<file path="src/rtl/bram_read_sequencer_if.sv">
// BRAM read port plus downstream valid/ready sample stream.
// The master side is the sequencer; the slave side is the BRAM and the stream sink.
interface bram_read_sequencer_if #(
  parameter int ADDR_W = 8,
  parameter int DATA_W = 16
);
  logic [ADDR_W-1:0] raddr;
  logic              read_en;
  logic              rclke;
  logic [DATA_W-1:0] rdata;
  logic              m_valid;
  logic              m_ready;
  logic [DATA_W-1:0] m_data;
  logic              m_last;

  modport master (
    output raddr, read_en, rclke, m_valid, m_data, m_last,
    input  rdata, m_ready
  );

  modport slave (
    input  raddr, read_en, rclke, m_valid, m_data, m_last,
    output rdata, m_ready
  );
endinterface

</file>
<file path="src/rtl/bram_read_sequencer.sv">
// Streams a base/length/stride window of a 256x16 BRAM table with looping, abort and back-pressure.
// Optional running XOR checksum output enabled by BRAM_READ_SEQUENCER_CHECKSUM_EN.
//
// state | meaning
// IDLE  | waiting for start
// RUN   | issuing reads while credits allow
// DRAIN | all reads issued, emptying in-flight word and FIFO
module bram_read_sequencer #(
  parameter int ADDR_W = 8,
  parameter int DATA_W = 16
) (
  input  logic              clk,
  input  logic              rst_n,
  input  logic              start,
  input  logic              abort,
  input  logic [ADDR_W-1:0] cfg_base,
  input  logic [ADDR_W:0]   cfg_len,
  input  logic [ADDR_W-1:0] cfg_step,
  input  logic              cfg_loop,
  output logic              busy,
  output logic              done,
`ifdef BRAM_READ_SEQUENCER_CHECKSUM_EN
  output logic [DATA_W-1:0] csum,
`endif
  bram_read_sequencer_if.master bus
);

  typedef enum logic [1:0] {IDLE, RUN, DRAIN} state_t;
  state_t state_q, state_d;

  logic [ADDR_W-1:0] addr_q, base_q, step_q;
  logic [ADDR_W:0]   len_q, rem_q;
  logic              loop_q, inflight_q, inflight_last_q, done_q;
  logic [DATA_W-1:0] fifo_data [2];
  logic              fifo_last [2];
  logic              wr_ptr, rd_ptr;
  logic [1:0]        count_q;

  logic       pop, push, issue, last_issue, accept_start, abort_act;
  logic [2:0] used;

  assign pop          = (count_q != 2'd0) && bus.m_ready;
  assign abort_act    = abort && (state_q != IDLE);
  assign push         = inflight_q && !abort_act;
  // A word leaving the FIFO this cycle frees its slot, which keeps 1 sample/cycle sustainable.
  assign used         = {1'b0, count_q} + {2'b00, inflight_q} - {2'b00, pop};
  assign issue        = (state_q == RUN) && !abort && (used < 3'd2);
  assign last_issue   = issue && (rem_q == (ADDR_W+1)'(1));
  assign accept_start = (state_q == IDLE) && start;

  always_ff @(posedge clk or negedge rst_n) begin
    if (!rst_n) state_q <= IDLE;
    else        state_q <= state_d;
  end

  always_comb begin
    state_d = state_q;
    case (state_q)
      IDLE:    if (start && (cfg_len != '0)) state_d = RUN;
      RUN:     if (abort) state_d = IDLE;
               else if (last_issue && !loop_q) state_d = DRAIN;
      DRAIN:   if (abort) state_d = IDLE;
               else if ((count_q == 2'd0) && !inflight_q) state_d = IDLE;
      default: state_d = IDLE;
    endcase
  end

  always_comb begin
    busy        = (state_q != IDLE);
    done        = done_q;
    bus.read_en = issue;
    bus.rclke   = issue;
    bus.raddr   = addr_q;
    bus.m_valid = (count_q != 2'd0);
    bus.m_data  = fifo_data[rd_ptr];
    bus.m_last  = fifo_last[rd_ptr];
  end

  always_ff @(posedge clk or negedge rst_n) begin
    if (!rst_n) begin
      addr_q          <= '0;
      base_q          <= '0;
      step_q          <= '0;
      len_q           <= '0;
      rem_q           <= '0;
      loop_q          <= 1'b0;
      inflight_q      <= 1'b0;
      inflight_last_q <= 1'b0;
      done_q          <= 1'b0;
      wr_ptr          <= 1'b0;
      rd_ptr          <= 1'b0;
      count_q         <= 2'd0;
      for (int i = 0; i < 2; i++) begin
        fifo_data[i] <= '0;
        fifo_last[i] <= 1'b0;
      end
    end else begin
      done_q <= (accept_start && (cfg_len == '0)) || ((state_q != IDLE) && (state_d == IDLE));
      if (accept_start) begin
        base_q <= cfg_base;
        step_q <= cfg_step;
        len_q  <= cfg_len;
        loop_q <= cfg_loop;
        addr_q <= cfg_base;
        rem_q  <= cfg_len;
      end else if (issue) begin
        addr_q <= (last_issue && loop_q) ? base_q : addr_q + step_q;
        rem_q  <= (last_issue && loop_q) ? len_q  : rem_q - (ADDR_W+1)'(1);
      end
      inflight_q      <= issue;
      inflight_last_q <= last_issue;
      if (abort_act) begin
        count_q <= 2'd0;
        wr_ptr  <= 1'b0;
        rd_ptr  <= 1'b0;
      end else begin
        if (push) begin
          fifo_data[wr_ptr] <= bus.rdata;
          fifo_last[wr_ptr] <= inflight_last_q;
          wr_ptr            <= ~wr_ptr;
        end
        if (pop) rd_ptr <= ~rd_ptr;
        count_q <= count_q + {1'b0, push} - {1'b0, pop};
      end
    end
  end

`ifdef BRAM_READ_SEQUENCER_CHECKSUM_EN
  always_ff @(posedge clk or negedge rst_n) begin
    if (!rst_n)            csum <= '0;
    else if (accept_start) csum <= '0;
    else if (pop)          csum <= csum ^ bus.m_data;
  end
`endif

endmodule

</file>
<file path="src/flat_wrapper.sv">
// flat-port wrapper written by rule: the top's interface ports become plain ports
module bram_read_sequencer_flat 
#(
  parameter int ADDR_W = 8,
  parameter int DATA_W = 16
)
  (clk, rst_n, start, abort, cfg_base, cfg_len, cfg_step, cfg_loop, busy, done, bus_raddr, bus_read_en, bus_rclke, bus_m_valid, bus_m_data, bus_m_last, bus_rdata, bus_m_ready);
  bram_read_sequencer_if #(.ADDR_W(ADDR_W), .DATA_W(DATA_W)) bus_i ();
  input  logic clk;
  input  logic rst_n;
  input  logic start;
  input  logic abort;
  input  logic [ADDR_W-1:0] cfg_base;
  input  logic [ADDR_W:0] cfg_len;
  input  logic [ADDR_W-1:0] cfg_step;
  input  logic cfg_loop;
  output logic busy;
  output logic done;
  output wire logic [$bits(bus_i.raddr)-1:0] bus_raddr;
  output wire logic [$bits(bus_i.read_en)-1:0] bus_read_en;
  output wire logic [$bits(bus_i.rclke)-1:0] bus_rclke;
  output wire logic [$bits(bus_i.m_valid)-1:0] bus_m_valid;
  output wire logic [$bits(bus_i.m_data)-1:0] bus_m_data;
  output wire logic [$bits(bus_i.m_last)-1:0] bus_m_last;
  input wire logic [$bits(bus_i.rdata)-1:0] bus_rdata;
  input wire logic [$bits(bus_i.m_ready)-1:0] bus_m_ready;
  assign bus_raddr = bus_i.raddr;
  assign bus_read_en = bus_i.read_en;
  assign bus_rclke = bus_i.rclke;
  assign bus_m_valid = bus_i.m_valid;
  assign bus_m_data = bus_i.m_data;
  assign bus_m_last = bus_i.m_last;
  assign bus_i.rdata = bus_rdata;
  assign bus_i.m_ready = bus_m_ready;
  bram_read_sequencer #(.ADDR_W(ADDR_W), .DATA_W(DATA_W)) u_core (.clk(clk), .rst_n(rst_n), .start(start), .abort(abort), .cfg_base(cfg_base), .cfg_len(cfg_len), .cfg_step(cfg_step), .cfg_loop(cfg_loop), .busy(busy), .done(done), .bus(bus_i));
endmodule
</file>
<file path="config.mk">
export PLATFORM = sky130hd
export DESIGN_NAME = bram_read_sequencer_flat
export DESIGN_NICKNAME = d
export VERILOG_FILES = /design/src/rtl/bram_read_sequencer_if.sv /design/src/rtl/bram_read_sequencer.sv /design/src/flat_wrapper.sv
export SDC_FILE = /design/constraint.sdc
export NUM_CORES = 1
export LEC_CHECK = 0
export CAP_MARGIN = 20
export CORE_MARGIN = 4
export CORE_UTILIZATION = 35
export DETAILED_ROUTE_END_ITERATION = 7
export PLACE_DENSITY = 0.57
export SYNTH_ARGS = -nofsm -noshare
export SYNTH_HDL_FRONTEND = slang
export SYNTH_SLANG_ARGS = --single-unit
</file>
<file path="constraint.sdc">
create_clock -name clk -period 3.5 [get_ports clk]
set_input_delay 0.7 -clock clk [delete_from_list [all_inputs] [get_ports clk]]
set_output_delay 0.7 -clock clk [all_outputs]
set_load 0.05 [all_outputs]
</file>
==> results.json <==
{
  "placedInstanceArea_um2": 5210,
  "htreeDepth": 3,
  "routed_wire_length_per_instance_um": 15.29,
  "ant_nets": 0,
  "cts_root_buffer": "clkbuf_16",
  "cts.repair_timing.setup_buffer_count": 0,
  "synth_compound_area_share_pct": 9.357,
  "ys_seq_area_share_pct": 50.93,
  "synth.top_cells.by_count": "88 x nand2_1, 86 x dfrtp_1, 51 x mux2_2",
  "worst_setup_path_start_kind": "input pin",
  "tritoncts_clock_tree": "built",
  "static-leakage-power_nw": 2.544,
  "report.power.total_mw": 4.990,
  "synth_area_in_adders_pct": 4.205,
  "numPortBuffers": 76,
  "crit_start": "bus_m_ready",
  "finalNetCount": 547,
  "run_status": "complete, no violations",
  "number_of_global_route_vias_before_repair": 3398,
  "reg2reg_slack_ps": 690,
  "post_synth_xor_area_fraction_pct": 2.902,
  "arrival_ps": 2590,
  "dp_hpwl_um": 6972,
  "grt_max_degree": 87,
  "synth_top_family_by_area": "simple AND/OR/NAND/NOR gates",
  "global_route.overflow_total": 0,
  "synth-async-reset-ratio_pct": 100.0,
  "synthesis.instances": 402,
  "tritoncts_sink_count": 86,
  "peakVddDrop_v": 0.0003495,
  "worstMarginPinSlew_ps": 813.2,
  "netlist_top_cells_area": "dfrtp_1 51%, mux2_2 14%, nand2_1 7.8%, ha_1 3.3%, a21oi_1 2.6%",
  "cts.path.max_buffers": 2,
  "max_frequency_ghz": 0.3044,
  "clock_skew_ps": 11.06,
  "worst_r2r_endpoint": "u_core.rem_q[5]",
  "total_nets_after_synthesis": 462,
  "via_density": 5.002,
  "finalSetupViolations": 0,
  "final.fill_count": 1104,
  "synth.most_common_cell": "nand2_1",
  "drt-total-wl_um": 9707,
  "setup_tns_ps": 0,
  "final.period_utilization_pct": 93.87,
  "area.sequential_um2": 2152,
  "synth.area.mux_share_pct": 14.54,
  "cpMaxStageDelayCell": "clkdlybuf4s50_1",
  "netlist_area_um2": 4225,
  "synth_cell_types": 48,
  "floorplan.die_area_um2": 13890,
  "antennaDiodeCount": 0,
  "groute.usage.overall_pct": 14.87,
  "worst_r2r_startpoint": "u_core.count_q[1]",
  "crit_chain": "clkdlybuf4s50_1, xor2_1, nand2_1, fa_1, xnor2_1, nand4b_2, clkinvlp_4, buf_12",
  "setup.worst_path.end": "bus_read_en",
  "detail_route.drc_violations": 0,
  "synth_enable_flop_cells": 0,
  "critical_path_class": "input pin to output pin",
  "syn_avg_cell_area_um2": 10.51,
  "clk_slew_on_worst_s_h_paths_ps": 70,
  "crit_required_ps": 2800,
  "maxSlewViolCount": 0,
  "chipHeight_um": 117.9,
  "layout-drive-gt1-share_pct": 18.90,
  "postSynthRegisterBits": 86,
  "fin_area_um2": 5547,
  "grt_first_pass_wirelength_um": 17040,
  "crit_path_max_fanout": 6,
  "syn_to_final_growth_pct": 31.27,
  "number_of_cells_on_the_worst_reg_to_reg_path": 10,
  "power_density_nw_per_um2": 899.7,
  "placementRows": 39,
  "die-width_um": 117.9,
  "synth_simple_gate_area_share_pct": 14.95,
  "starting_utilization_of_the_core_area_pct": 36.38,
  "place_congestion": 0.7953,
  "multi_input_logic_area_um2": 1942,
  "synth_ff_type": "dfrtp_1",
  "cts_inserted_buffers": 9,
  "yosys_warnings": 0,
  "holdBufCountCts": 0,
  "hold_violations": 0,
  "io-pin-count": 77,
  "detailedRoute.firstIterationViolations": 132,
  "relSlewSlack_pct": 45.65,
  "synthDominantCellAreaShare_pct": 50.93,
  "placeableCoreArea_um2": 11610,
  "grt_setup_unrepaired": "false",
  "drt_pass1_iterations": 4,
  "synth_top_area_cell": "dfrtp_1",
  "antenna_found_initial": 0,
  "min_delay_path_class": "input pin to asynchronous set/reset pin",
  "post_cts_resize_count": 0,
  "num_vias": 3176,
  "timing.critical_path.slowest_cell_delay_ps": 500,
  "finalHoldWorstSlack_ps": 296.4,
  "worst_skew_pair.late_latency_ps": 340,
  "min_period_ps": 3285,
  "max_cap_viol_count": 0,
  "end_kind": "output pin"
}
-- power by group --
group / total [mW] / switching (mW) / internal [mW] / leakage [nW]
Combinational: 2.44 / 1.41 / 1.04 / 1.32
Clock: 0.981 / 0.418 / 0.563 / 0.148
Sequential: 1.57 / 0.240 / 1.33 / 1.07
-- critical path: cells and delay by family --
family,cells,cell delay (ps)
simple gates,2,250
fa+ha+maj,1,380
xor+xnor,2,340
buf+inv,3,910
-- through the flow --
stage	std cells	utilization, %	setup WS [ps]
floorplan	402	-	114.9
global placement	618	44.86	112.5
detailed placement	618	44.86	97.36
CTS	634	47.49	86.76
global route	635	47.76	79.37
finish	635	47.76	214.6
-- placed cells by master (no fill, tap or decap), types with 4 or more instances in the layout --
master / Yosys / routed
o21ai_0: 14 / 14
buf_4: 1 / 13
nor2b_1: 4 / 4
a21oi_1: 22 / 22
clkdlybuf4s50_1: 0 / 73
nor2_1: 21 / 21
clkbuf_16: 0 / 9
ha_1: 11 / 11
mux2_2: 51 / 51
mux2i_1: 4 / 4
xor2_1: 6 / 6
inv_1: 12 / 12
nand3_1: 11 / 11
nand2_1: 88 / 88
xnor2_1: 8 / 8
a31oi_1: 4 / 4
dfrtp_1: 86 / 86
-- routing by layer --
metal	vias to the layer above	share of wire (%)	global-route usage [%]
met4	0	0.70	3.516
li1	1556	-	-
met2	73	46	23.61
met3	5	4.3	3.796
met1	1542	49	20.47
met5	-	0	0
-- cell families after synthesis --
kind of cell / count (synthesis)
XOR/XNOR: 14
buffers and inverters: 29
flip-flops: 86
multiplexers: 55
AND/OR/NAND/NOR: 143
AO/OA/AOI/OAI: 62
adder cells (fa/ha/maj): 13
-- registers in the layout, indices dropped and copies added, names as in the netlist, 2 cells and up --
name and flops:
u_core.rem_q 9, u_core.step_q 8, u_core.state_q 2, u_core.base_q 8, u_core.fifo_data 32, u_core.fifo_last 2, u_core.count_q 2, u_core.len_q 9
u_core.bus.raddr 8
-- final cells by class --
class	instances	area share, %
Clock buffer	9	4.060
Tap cell	143	3.226
Sequential cell	86	38.80
Inverter	13	0.9474
Timing Repair Buffer	90	16.51
Clock inverter	7	1.444
Multi-Input combinational cell	287	35.01
-- how the worst min path moves through the flow --
stage               startpoint                    to  cells past startpoint
3_5_place_dp   u_core.len_q[6]       u_core.len_q[6]                      2
6_report                 rst_n  u_core.fifo_data[31]                      1
4_1_cts        u_core.len_q[6]       u_core.len_q[6]                      2
3_3_place_gp   u_core.len_q[8]       u_core.len_q[8]                      2
2_1_floorplan            rst_n      u_core.base_q[0]                      0
5_1_grt                  rst_n   u_core.fifo_data[2]                      1
Power figures use the tool's default switching activity.
